### config.mk
export PLATFORM = sky130hd
export DESIGN_NAME = ucore_input_channels_multi_flat
export DESIGN_NICKNAME = d
export VERILOG_FILES = /design/src/rtl/ucore_pkg.sv /design/src/rtl/ucore_input_channels_multi_if.sv /design/src/rtl/ucore_chan_fifo.sv /design/src/rtl/ucore_input_channels_multi.sv /design/src/flat_wrapper.sv
export SDC_FILE = /design/constraint.sdc
export NUM_CORES = 1
export LEC_CHECK = 0
export ABC_AREA = 1
export CAP_MARGIN = 0
export CORE_MARGIN = 2
export CORE_UTILIZATION = 48
export DETAILED_ROUTE_END_ITERATION = 12
export GPL_ROUTABILITY_DRIVEN = 0
export PLACE_DENSITY = 0.91
export SLEW_MARGIN = 30
export SYNTH_ARGS = -nofsm -noshare
export SYNTH_HDL_FRONTEND = slang
export SYNTH_SLANG_ARGS = --single-unit
### constraint.sdc
create_clock -name clk -period 3.6 [get_ports clk]
set_input_delay 0.72 -clock clk [delete_from_list [all_inputs] [get_ports clk]]
set_output_delay 0.72 -clock clk [all_outputs]
set_load 0.02 [all_outputs]
### src/rtl/ucore_pkg.sv
// Shared constants and helpers for the ucore operand input stage.
package ucore_pkg;

   localparam int UCORE_MAX_CHANNELS = 8;

   // Bits needed to hold an occupancy of 0..depth inclusive.
   function automatic int count_width(input int depth);
      return $clog2(depth + 1);
   endfunction

endpackage

### src/rtl/ucore_input_channels_multi_if.sv
// NoC-side token handshake and ucore-side operand handshake of the input stage.
interface ucore_input_channels_multi_if #(
   parameter int N          = 2,
   parameter int DATA_WIDTH = 32
);
   logic [N-1:0]            noc_ivalid;
   logic [N*DATA_WIDTH-1:0] noc_in;
   logic [N-1:0]            noc_oready;
   logic                    ops_valid_o;
   logic [N*DATA_WIDTH-1:0] ops_o;
   logic                    fire_i;

   modport master (
      output noc_ivalid, noc_in, fire_i,
      input  noc_oready, ops_valid_o, ops_o
   );

   modport slave (
      input  noc_ivalid, noc_in, fire_i,
      output noc_oready, ops_valid_o, ops_o
   );
endinterface

### src/rtl/ucore_chan_fifo.sv
// Single-channel token FIFO; any depth, head zeroed when empty, no fall-through.
module ucore_chan_fifo
   import ucore_pkg::*;
#(
   parameter int DATA_WIDTH = 32,
   parameter int DEPTH      = 2,
   localparam int CW        = count_width(DEPTH),
   localparam int PW        = (DEPTH > 1) ? $clog2(DEPTH) : 1
) (
   input  logic                  clk,
   input  logic                  rst,
   input  logic                  clr_i,
   input  logic                  v_i,
   output logic                  ready_o,
   input  logic [DATA_WIDTH-1:0] data_i,
   output logic                  v_o,
   output logic [DATA_WIDTH-1:0] data_o,
   input  logic                  yumi_i,
   output logic [CW-1:0]         count_o
);
   logic [DATA_WIDTH-1:0] mem [DEPTH];
   logic [PW-1:0]         rd_ptr, wr_ptr;
   logic [CW-1:0]         count;
   logic                  push, pop;

   // Explicit compare keeps non-power-of-2 depths wrapping correctly.
   function automatic logic [PW-1:0] next_ptr(input logic [PW-1:0] ptr);
      return (ptr == PW'(DEPTH - 1)) ? '0 : ptr + 1'b1;
   endfunction

   assign ready_o = (count < CW'(DEPTH));
   assign v_o     = (count != '0);
   assign push    = v_i & ready_o & ~clr_i;
   assign pop     = yumi_i & v_o & ~clr_i;
   assign data_o  = v_o ? mem[rd_ptr] : '0;
   assign count_o = count;

   always_ff @(posedge clk or posedge rst) begin
      if (rst) begin
         rd_ptr <= '0;
         wr_ptr <= '0;
         count  <= '0;
      end else if (clr_i) begin
         rd_ptr <= '0;
         wr_ptr <= '0;
         count  <= '0;
      end else begin
         if (push) wr_ptr <= next_ptr(wr_ptr);
         if (pop)  rd_ptr <= next_ptr(rd_ptr);
         case ({push, pop})
            2'b10:   count <= count + 1'b1;
            2'b01:   count <= count - 1'b1;
            default: count <= count;
         endcase
      end
   end

   always_ff @(posedge clk) begin
      if (push) mem[wr_ptr] <= data_i;
   end
endmodule

### src/rtl/ucore_input_channels_multi.sv
// N-channel operand input stage: per-channel FIFOs, firing rule, sticky heads, error flag.
module ucore_input_channels_multi
   import ucore_pkg::*;
#(
   parameter int DATA_WIDTH         = 32,
   parameter int N                  = 2,
   parameter int INPUT_BUFFER_DEPTH = 2,
   localparam int CW                = count_width(INPUT_BUFFER_DEPTH)
) (
   input  logic                          clk,
   input  logic                          rst,
   input  logic [N-1:0]                  cfg_used_i,
   input  logic [N-1:0]                  cfg_sticky_i,
   input  logic                          flush_i,
   ucore_input_channels_multi_if.slave   bus,
   output logic [N*CW-1:0]               count_o,
   output logic                          protocol_err_o
);
   logic [N-1:0]            head_v;
   logic [N-1:0]            ready_vec;
   logic [N-1:0]            yumi;
   logic [N*DATA_WIDTH-1:0] ops_vec;
   logic                    ops_valid;
   logic                    fire_ok;

   if (N < 1 || N > UCORE_MAX_CHANNELS) begin : g_bad_n
      $error("ucore_input_channels_multi: N out of range");
   end

   for (genvar k = 0; k < N; k++) begin : g_chan
      ucore_chan_fifo #(
         .DATA_WIDTH (DATA_WIDTH),
         .DEPTH      (INPUT_BUFFER_DEPTH)
      ) u_fifo (
         .clk     (clk),
         .rst     (rst),
         .clr_i   (flush_i),
         .v_i     (bus.noc_ivalid[k]),
         .ready_o (ready_vec[k]),
         .data_i  (bus.noc_in[k*DATA_WIDTH +: DATA_WIDTH]),
         .v_o     (head_v[k]),
         .data_o  (ops_vec[k*DATA_WIDTH +: DATA_WIDTH]),
         .yumi_i  (yumi[k]),
         .count_o (count_o[k*CW +: CW])
      );
   end

   // Unused channels count as satisfied; an all-unused config never fires.
   assign ops_valid = (|cfg_used_i) && ((head_v | ~cfg_used_i) == {N{1'b1}});
   assign fire_ok   = bus.fire_i & ops_valid;
   assign yumi      = {N{fire_ok}} & cfg_used_i & ~cfg_sticky_i;

   assign bus.ops_valid_o = ops_valid;
   assign bus.ops_o       = ops_vec;
   assign bus.noc_oready  = ready_vec;

   always_ff @(posedge clk or posedge rst) begin
      if (rst)                              protocol_err_o <= 1'b0;
      else if (flush_i)                     protocol_err_o <= 1'b0;
      else if (bus.fire_i && !ops_valid)    protocol_err_o <= 1'b1;
   end
endmodule

### src/flat_wrapper.sv
// flat-port wrapper written by rule: the top's interface ports become plain ports
module ucore_input_channels_multi_flat import ucore_pkg::*;
#(
   parameter int DATA_WIDTH         = 32,
   parameter int N                  = 2,
   parameter int INPUT_BUFFER_DEPTH = 2,
   localparam int CW                = count_width(INPUT_BUFFER_DEPTH)
)
  (clk, rst, cfg_used_i, cfg_sticky_i, flush_i, count_o, protocol_err_o, bus_noc_ivalid, bus_noc_in, bus_fire_i, bus_noc_oready, bus_ops_valid_o, bus_ops_o);
  ucore_input_channels_multi_if #(.N(N), .DATA_WIDTH(DATA_WIDTH)) bus_i ();
  input  logic clk;
  input  logic rst;
  input  logic [N-1:0] cfg_used_i;
  input  logic [N-1:0] cfg_sticky_i;
  input  logic flush_i;
  output logic [N*CW-1:0] count_o;
  output logic protocol_err_o;
  input wire logic [$bits(bus_i.noc_ivalid)-1:0] bus_noc_ivalid;
  input wire logic [$bits(bus_i.noc_in)-1:0] bus_noc_in;
  input wire logic [$bits(bus_i.fire_i)-1:0] bus_fire_i;
  output wire logic [$bits(bus_i.noc_oready)-1:0] bus_noc_oready;
  output wire logic [$bits(bus_i.ops_valid_o)-1:0] bus_ops_valid_o;
  output wire logic [$bits(bus_i.ops_o)-1:0] bus_ops_o;
  assign bus_i.noc_ivalid = bus_noc_ivalid;
  assign bus_i.noc_in = bus_noc_in;
  assign bus_i.fire_i = bus_fire_i;
  assign bus_noc_oready = bus_i.noc_oready;
  assign bus_ops_valid_o = bus_i.ops_valid_o;
  assign bus_ops_o = bus_i.ops_o;
  ucore_input_channels_multi #(.DATA_WIDTH(DATA_WIDTH), .N(N), .INPUT_BUFFER_DEPTH(INPUT_BUFFER_DEPTH)) u_core (.clk(clk), .rst(rst), .cfg_used_i(cfg_used_i), .cfg_sticky_i(cfg_sticky_i), .flush_i(flush_i), .bus(bus_i), .count_o(count_o), .protocol_err_o(protocol_err_o));
endmodule
[Word-level counts from Yosys, hierarchy flattened]
Memories as Yosys holds them, arrays and structs flattened.
Index checks and enable logic that the tools add are counted.
W data, S select, Z words.
Storage, ports and cells
  RAM bits: 128
  input bits: 74
  register bits: 9
  memories: 2
Memory list
  u_core.g_chan[0].u_fifo.mem: depth 2, width 32, rd ports 1, clocked after Yosys merged registers in 0, wr ports 1, RTL line ucore_chan_fifo.sv:21  | logic [DATA_WIDTH-1:0] mem [DEPTH];
  u_core.g_chan[1].u_fifo.mem: depth 2, width 32, rd ports 1, clocked after Yosys merged registers in 0, wr ports 1, RTL line ucore_chan_fifo.sv:21
Operators by class
  equal/unequal tests: 5
  muxes and demuxes: 24
  reduce and logical (&&, ||, !) cells: 13
  bitwise operators: 15
  $lt $le $gt $ge: 2
  add/sub/neg operators: 8
Operators with widths (count)
  $mux W32: 2
  $mux W1: 18
  $reduce_bool A2 Y1: 7
  $and A1 B1 Y1: 9
  $pmux W2 S2: 2
  $eq A2 B2 Y1 const B: 3
  $reduce_bool A3 Y1: 2
  $add A1 B1 Y1 const B: 4
  $add A2 B1 Y2 const B: 2
  $and A2 B2 Y2: 2
  $eq A2 B1 Y1 const B: 2
  $lt A2 B2 Y1 const B: 2
  $mux W2: 2
  $not A2 Y2: 2
  $sub A2 B1 Y2 const B: 2
  $logic_and A1 B1 Y1: 2
  $or A2 B2 Y2: 1
  $reduce_or A2 Y1: 1
  $logic_not A1 Y1: 1
  $not A1 Y1: 1

[Depth between registers and ports, before layout]
Gate-level depths: netlist of run 1.
  word-level depth: 12
  mapped depth: 9
  mapped depth without buffers: 9

[By module]
A second synthesis of run 1 with hierarchy kept.
Second synthesis, totals
  cell total of the unflattened synthesis: 435
  area, all modules: 5380.2 µm²
By module, submodules not included
  ucore_chan_fifo: instances 2, cells each 208, area each 2635.0 µm²
  ucore_input_channels_multi: instances 1, cells each 19, area each 110.1 µm²

[Worst setup path before layout of run 1]
OpenSTA, ideal clock, no wires.
  path kind: input port to flip-flop
  start point: input port flush_i
  end point: memory u_core.g_chan[0].u_fifo.mem[0][0] (enable)
  buffers on the path: 1
  stages on the path: 4
  setup slack: 726 ps
  arrival time: 2452 ps
  cells stage by stage: clkbuf_2 > nor2_1 > inv_1 > nor2_1
On the way
  longest elaborated chain between the ends: 4
Ends and longest elaborated chain
  start: declaration: RTL line flat_wrapper.sv:15  | input logic flush_i;
  $not A1 Y1: RTL line ucore_chan_fifo.sv:33  | assign push = v_i & ready_o & ~clr_i;
  $and A1 B1 Y1: RTL line ucore_chan_fifo.sv:33
  $mux W1: RTL line ucore_chan_fifo.sv:59  | if (push) mem[wr_ptr] <= data_i;
  $mux W1 (not written as such): RTL line ucore_chan_fifo.sv:59
  end: declaration: RTL line ucore_chan_fifo.sv:21
No other way between the ends.

[Worst setup path after layout of run 1]
  start point: register u_core.g_chan[1].u_fifo.count[1]
  end point: output port bus_ops_o[58]
On the way
  longest elaborated chain between the ends: 2
Ends and longest elaborated chain
  start: declaration: RTL line ucore_chan_fifo.sv:23  | logic [CW-1:0] count;
  start signal: assignment: RTL line ucore_chan_fifo.sv:51  | 2'b10: count <= count + 1'b1;
  start signal: assignment: RTL line ucore_chan_fifo.sv:52  | 2'b01: count <= count - 1'b1;
  start signal: assignment: RTL line ucore_chan_fifo.sv:53  | default: count <= count;
  $reduce_bool A2 Y1: RTL line ucore_chan_fifo.sv:32  | assign v_o = (count != '0);
  $mux W32: RTL line ucore_chan_fifo.sv:35  | assign data_o = v_o ? mem[rd_ptr] : '0;
  end: declaration: RTL line flat_wrapper.sv:23  | output wire logic [$bits(bus_i.ops_o)-1:0] bus_ops_o;
No other way between the ends.

==> results of run 1 <==
how the worst min path moves through the flow:
stage	startpoint	endpoint	cells past startpoint
global placement	u_core.protocol_err_o$_DFFE_PP0P_	u_core.protocol_err_o$_DFFE_PP0P_	2
finish	rst	u_core.g_chan[1].u_fifo.count_o[1]$_DFFE_PP0P_	2
global route	rst	u_core.g_chan[0].u_fifo.count_o[1]$_DFFE_PP0P_	2
floorplan	u_core.g_chan[1].u_fifo.wr_ptr$_DFFE_PP0P_	u_core.g_chan[1].u_fifo.wr_ptr$_DFFE_PP0P_	2
CTS	rst	u_core.g_chan[1].u_fifo.count_o[1]$_DFFE_PP0P_	2
detailed placement	u_core.protocol_err_o$_DFFE_PP0P_	u_core.protocol_err_o$_DFFE_PP0P_	2
cells in the mapped netlist, drive strengths merged:
cell type / n / area (µm²)
xor2: 2 / 17.52
o21ai: 3 / 15.01
clkinv: 2 / 7.510
buf: 3 / 20.01
or2: 1 / 6.260
o21a: 2 / 15.01
a21oi: 69 / 349.1
clkbuf: 20 / 76.32
dfrtp: 9 / 225.2
nand3: 4 / 30.03
inv: 19 / 71.32
nor2: 14 / 85.08
edfxtp: 128 / 3844
nand2: 153 / 584.3
nand4: 3 / 40.04
o21bai: 2 / 15.01
critical path: stages, from the launching register on:
cell             delay, ps
dfrtp_1                440
nor2_4                 620
buf_4                  280
a21oi_1                 70
clkdlybuf4s50_1        550
stage by stage:
step	cells	setup WS, ps	hold slack (ps)
after floorplan	434	725.9	521.1
after global placement	705	678.5	480.2
after detailed placement	705	647.6	498.5
after CTS	737	287.5	489.4
after global routing	737	262.0	515.6
final	737	399.3	498.6
area by class of cell:
| type | instances | area [µm²] |
|---|---|---|
| timing repair buffer | 154 | 1519 |
| multi-input combinational | 253 | 1177 |
| clock buffer | 17 | 414.1 |
| inverter | 21 | 78.83 |
| tap | 140 | 175.2 |
| clock inverter | 15 | 140.1 |
| fill | 751 | 3314 |
| sequential | 137 | 4069 |
power groups by stage:
stage	clock (mW)	sequential [mW]	combinational, mW
detailed placement	0	1.95	1.13
global route	1.70	1.93	1.21
finish	1.61	1.92	1.13
CTS	1.63	1.92	1.14
floorplan	0	1.96	0.557
global placement	0	1.95	1.11
metal layers:
layer	up-vias	routed length (µm)	GRT usage
met5	-	0	0
met4	0	256	0.08228
met3	16	528	0.04703
met2	116	6828	0.3615
met1	1803	4810	0.2412
li1	1797	-	-
sequential cells by signal (all words and copies together), names as in the netlist:
register	count
u_core.g_chan.u_fifo.rd_ptr	2
u_core.g_chan.u_fifo.wr_ptr	2
u_core.g_chan.u_fifo.count_o	4
u_core.protocol_err_o	1
u_core.g_chan.u_fifo.mem	128
cells by family (layout without fill, tap and decap cells):
kind of cell | Yosys count | count (layout) | synth area share
AND/OR/NAND/NOR | 175 | 175 | 0.1381
flip-flops | 137 | 137 | 0.7533
AO/OA/AOI/OAI | 76 | 76 | 0.07297
buffers and inverters | 44 | 207 | 0.03243
XOR/XNOR | 2 | 2 | 0.003244
==> flow_summary_export.csv, run 1 <==
group,metric,value,unit
critical_path,cp.required,2880,ps
global_route,grtUsageTotal,0.2047,
power_and_ir_drop,pwr-share-seq,0.412,
synthesis,syn_area,5401,µm²
clocking,cts.path.max_buffers,2,
clocking,h-tree-depth,4,
routing,ant_nets,0,
power_and_ir_drop,powerDensity,615.6,nW/µm²
critical_path,rrSetupSlack,1740,ps
timing,hold_viol_final,0,
global_route,grt_max_degree,35,
power_and_ir_drop,vdd_drop_max,0.4336,mV
critical_path,critPathLaunchType,"register",
routing,routed_wl,12420,µm
critical_path,crit_path_end,"bus_ops_o[58]",
synthesis,synth_seq_area_share,0.7533,
finish,final_area,7574,µm²
power_and_ir_drop,finalPower,4.662,mW
die,dieArea,12120,µm²
critical_path,cp-end-kind,"output port",
place,port-buffer-count,145,
power_and_ir_drop,power_frac_clock,0.346,
power_and_ir_drop,net-switching-power,1.381,mW
die,initial_core_util,0.4961,
die,num_io_pins,146,
global_route,grt.overflow.total,0,
finish,syn_to_final_growth,40.21,%
timing,tightestPinTransition,750.9,ps
die,die_h,110.1,µm
routing,drtPass1Iterations,4,
timing,slew_headroom,0.4982,
global_route,grt_pass1_vias,3836,
finish,nNetsFinal,658,
timing,period_share,0.8891,
critical_path,cp-startpoint,"u_core.g_chan[1].u_fifo.count_o[1]$_DFFE_PP0P_",
routing,drc,0,
synthesis,synth_warnings,0,
global_route,grt_pass1_wl,18570,µm
finish,layout_common_cells,"nand2_1 (151), clkdlybuf4s50_1 (145), edfxtp_1 (128)",
timing,setup_viol_count_final,0,
clocking,cts_setup_buffers,0,
run,drv_cap,0,
clocking,cts_resized,0,
die,rows,38,
power_and_ir_drop,p_int,3.281,mW
power_and_ir_drop,swShare,0.2962,
clocking,clkTransAtPathRegs,60,ps
synthesis,synth-seq-cells,137,
routing,drtIter0Drc,249,
power_and_ir_drop,p_leak,2.770,nW
routing,via_per_inst,5.064,
synthesis,post_synth_num_cell_types,26,
clocking,clock_latency,510,ps
finish,final_util,0.6956,
critical_path,path_class,"reg2out",
global_route,antenna_found_initial,0,
synthesis,synthCells,434,
die,dieWidth,110.1,µm
timing,finalSetupTns,0,ps
timing,fin_crit,3201,ps
clocking,cts_hold_buf,0,
hold_path,hold_path.class,"in2async",
critical_path,ff2ff_path_depth,7,
critical_path,arrival,2480,ps
finish,layout-drive-gt1-share,0.09883,
clocking,cts_tree,"built",
die,core_area,10890,µm²
routing,vias,3732,
synthesis,syn_area_per_cell,12.45,µm²
power_and_ir_drop,power_frac_comb,0.241,
clocking,root_buffer,"clkbuf_8",
finish,mostFrequentLayoutCell,"nand2_1",
routing,routedWlPerCell,16.86,µm
critical_path,r2r-start,"u_core.g_chan[1].u_fifo.count_o[1]$_DFFE_PP0P_",
place,dp_hpwl,7953,µm
clocking,cts_inserted_buffers,17,
critical_path,timing.rr.end,"u_core.g_chan[0].u_fifo.count_o[0]$_DFFE_PP0P_",
synthesis,syn_nets,508,
status,status,"completed",
clocking,clkSinkCount,137,
timing,rsz0062_at_grt,"no",
finish,n_antenna_cell,0,
place,place_area,7019,µm²
timing,skew,8.760,ps
timing,fmax,312.4,MHz
critical_path,crit_fanout,28,
timing,maxSlewViolCount,0,
Power figures use the tool's default switching activity.
==> run 2: changes to the inputs <==
--- a/config.mk
+++ b/config.mk
@@ -9,6 +9,7 @@
 export CAP_MARGIN = 0
 export CORE_MARGIN = 2
 export CORE_UTILIZATION = 48
+export CTS_CLUSTER_DIAMETER = 100
 export DETAILED_ROUTE_END_ITERATION = 12
 export GPL_ROUTABILITY_DRIVEN = 0
 export PLACE_DENSITY = 0.91
==> results of run 2 <==
Final layout, timing and power as in run 1 (identical DEF).
==> run 3: changes to the inputs <==
--- a/config.mk
+++ b/config.mk
@@ -7,7 +7,7 @@
 export LEC_CHECK = 0
 export ABC_AREA = 1
 export CAP_MARGIN = 0
-export CORE_MARGIN = 2
+export CORE_MARGIN = 4
 export CORE_UTILIZATION = 48
 export CTS_CLUSTER_DIAMETER = 100
 export DETAILED_ROUTE_END_ITERATION = 12
==> run 3 against run 2 <==
  * Register-to-register slack improved by 60 ps
  * Clock-buffer cell count did not move
  * Sequential share of layout area fell by 0.062 points
  * Via count fell by 0.67%
  * Total power rose by 0.43%
  * Sequential power barely moved
  * Largest cell class unchanged
  * Global-route usage fell by 0.87 points
==> flow_summary_export.csv, run 3 (synthesized netlist as in run 1, its figures left out) <==
group,metric,value,unit
critical_path,r2r-start,"u_core.g_chan[0].u_fifo.count_o[1]$_DFFE_PP0P_",
power_and_ir_drop,power_frac_clock,0.348,
critical_path,path_class,"in2out",
finish,layout-drive-gt1-share,0.09883,
critical_path,crit_path_end,"bus_ops_valid_o",
finish,syn_to_final_growth,40.38,%
critical_path,crit_fanout,4,
global_route,use_met1,0.2151,
routing,drtPass1Iterations,5,
place,dp_hpwl,8153,µm
die,num_io_pins,146,
timing,slew_headroom,0.5991,
timing,finalSetupTns,0,ps
timing,fmax,336.1,MHz
global_route,grt_pass1_vias,3930,
routing,routed_wl,12520,µm
power_and_ir_drop,finalPower,4.682,mW
global_route,use_met3,0.04440,
die,rows,38,
die,core_area,10940,µm²
power_and_ir_drop,vdd_drop_max,0.5484,mV
clocking,h-tree-depth,4,
global_route,grt.overflow.total,0,
critical_path,timing.rr.end,"u_core.g_chan[0].u_fifo.mem[0][7]$_DFFE_PP_",
power_and_ir_drop,p_leak,2.770,nW
clocking,clkSinkCount,137,
place,port-buffer-count,145,
critical_path,ff2ff_path_depth,6,
clocking,cts_tree,"built",
timing,maxSlewViolCount,0,
timing,setup_viol_count_final,0,
timing,fin_crit,2975,ps
finish,mostFrequentLayoutCell,"nand2_1",
finish,largest_reg_flops,128,
clocking,clock_latency,410,ps
clocking,root_buffer,"clkbuf_16",
clocking,cts_resized,0,
global_route,grt_pass1_wl,19610,µm
die,dieWidth,114.1,µm
finish,nNetsFinal,658,
power_and_ir_drop,powerDensity,617.5,nW/µm²
run,drv_cap,0,
timing,hold_viol_final,0,
hold_path,hold_path.class,"reg2reg",
clocking,cts.path.max_buffers,2,
global_route,busiest_layer,"met2",
timing,skew,9.838,ps
finish,num-fill-cells,758,
finish,top_register,"u_core.g_chan.u_fifo.mem",
finish,final_cell_count_no_fill,737,
finish,layout_common_cells,"nand2_1 (151), clkdlybuf4s50_1 (145), edfxtp_1 (128)",
power_and_ir_drop,power_frac_comb,0.241,
routing,vias,3707,
power_and_ir_drop,swShare,0.2925,
routing,drtIter0Drc,303,
clocking,cts_inserted_buffers,17,
critical_path,critPathLaunchType,"primary input",
routing,drc,0,
power_and_ir_drop,p_int,3.313,mW
place,post-place-ws,632.8,ps
critical_path,cp.required,2880,ps
routing,via_per_inst,5.030,
timing,rsz0062_at_grt,"no",
critical_path,cp-startpoint,"cfg_used_i[1]",
timing,period_share,0.8265,
global_route,antenna_found_initial,0,
global_route,grt_max_degree,36,
clocking,cts_setup_buffers,0,
routing,ant_nets,0,
clocking,cts_hold_buf,0,
power_and_ir_drop,pwr-share-seq,0.411,
status,status,"completed",
clocking,clkTransAtPathRegs,60,ps
routing,routedWlPerCell,16.99,µm
critical_path,arrival,2260,ps
timing,fin_ws,624.8,ps
global_route,grtUsageTotal,0.1960,
critical_path,cp-end-kind,"output port",
die,initial_core_util,0.4939,
place,dp_cells,705,
die,dieArea,13010,µm²
finish,final_util,0.6934,
global_route,grt_use_met2,0.3614,
power_and_ir_drop,net-switching-power,1.369,mW
critical_path,rrSetupSlack,1800,ps
die,die_h,114.1,µm
timing,tightestPinTransition,600.5,ps
finish,n_antenna_cell,0,
[run 3: changes by cell type in the layout (fill, tap and decap cells not counted), sizes merged]
cell,delta
clkinv,+1
clkinvlp,+1
inv,-2
[run 3: final cells by class]
| class | count | area, µm² | share of cell area |
|---|---|---|---|
| Clock buffer | 17 | 425.4 | 0.05611 |
| Clock inverter | 15 | 142.6 | 0.01881 |
| Inverter | 21 | 78.83 | 0.01040 |
| Tap cell | 140 | 175.2 | 0.02310 |
| Sequential cell | 137 | 4069 | 0.5366 |
| Timing Repair Buffer | 154 | 1519 | 0.2003 |
| Multi-Input combinational cell | 253 | 1172 | 0.1546 |
[run 3: per-stage QoR]
stage / hold slack [ps] / instance area [µm²]
6_report: 505.9 / 7582
5_1_grt: 548.6 / 7582
4_1_cts: 500.3 / 7582
3_5_place_dp: 485.6 / 7014
3_3_place_gp: 484.2 / 7014
2_1_floorplan: 521.1 / 5401
[run 3: layer usage]
metal | up-vias | share of wire | routed length [µm]
li1 | 1795 | - | -
met1 | 1777 | 0.38 | 4698
met2 | 118 | 0.56 | 7042
met3 | 17 | 0.044 | 551
met4 | 0 | 0.018 | 231
met5 | - | 0 | 0
[run 3: worst min path at each step]
stage                                                          start                                    endpoint  slack, ps  cells after the start
after floorplan           u_core.g_chan[1].u_fifo.wr_ptr$_DFFE_PP0P_  u_core.g_chan[1].u_fifo.wr_ptr$_DFFE_PP0P_        520                      2
after global placement             u_core.protocol_err_o$_DFFE_PP0P_           u_core.protocol_err_o$_DFFE_PP0P_        480                      2
after detailed placement           u_core.protocol_err_o$_DFFE_PP0P_           u_core.protocol_err_o$_DFFE_PP0P_        490                      2
after CTS                          u_core.protocol_err_o$_DFFE_PP0P_           u_core.protocol_err_o$_DFFE_PP0P_        500                      2
after global routing               u_core.protocol_err_o$_DFFE_PP0P_           u_core.protocol_err_o$_DFFE_PP0P_        550                      2
final                              u_core.protocol_err_o$_DFFE_PP0P_           u_core.protocol_err_o$_DFFE_PP0P_        510                      2
[run 3: power groups by stage]
stage / combinational (mW) / sequential [mW] / clock, mW
floorplan: 0.557 / 1.96 / 0
global placement: 1.11 / 1.95 / 0
detailed placement: 1.13 / 1.95 / 0
CTS: 1.14 / 1.92 / 1.66
global route: 1.20 / 1.93 / 1.74
finish: 1.13 / 1.92 / 1.63
[run 3: worst max-delay path, cell delays in order]
cell             delay [ps]
clkdlybuf4s50_1         500
or2_2                   340
nand3_2                 100
inv_1                    50
clkdlybuf4s50_1         530
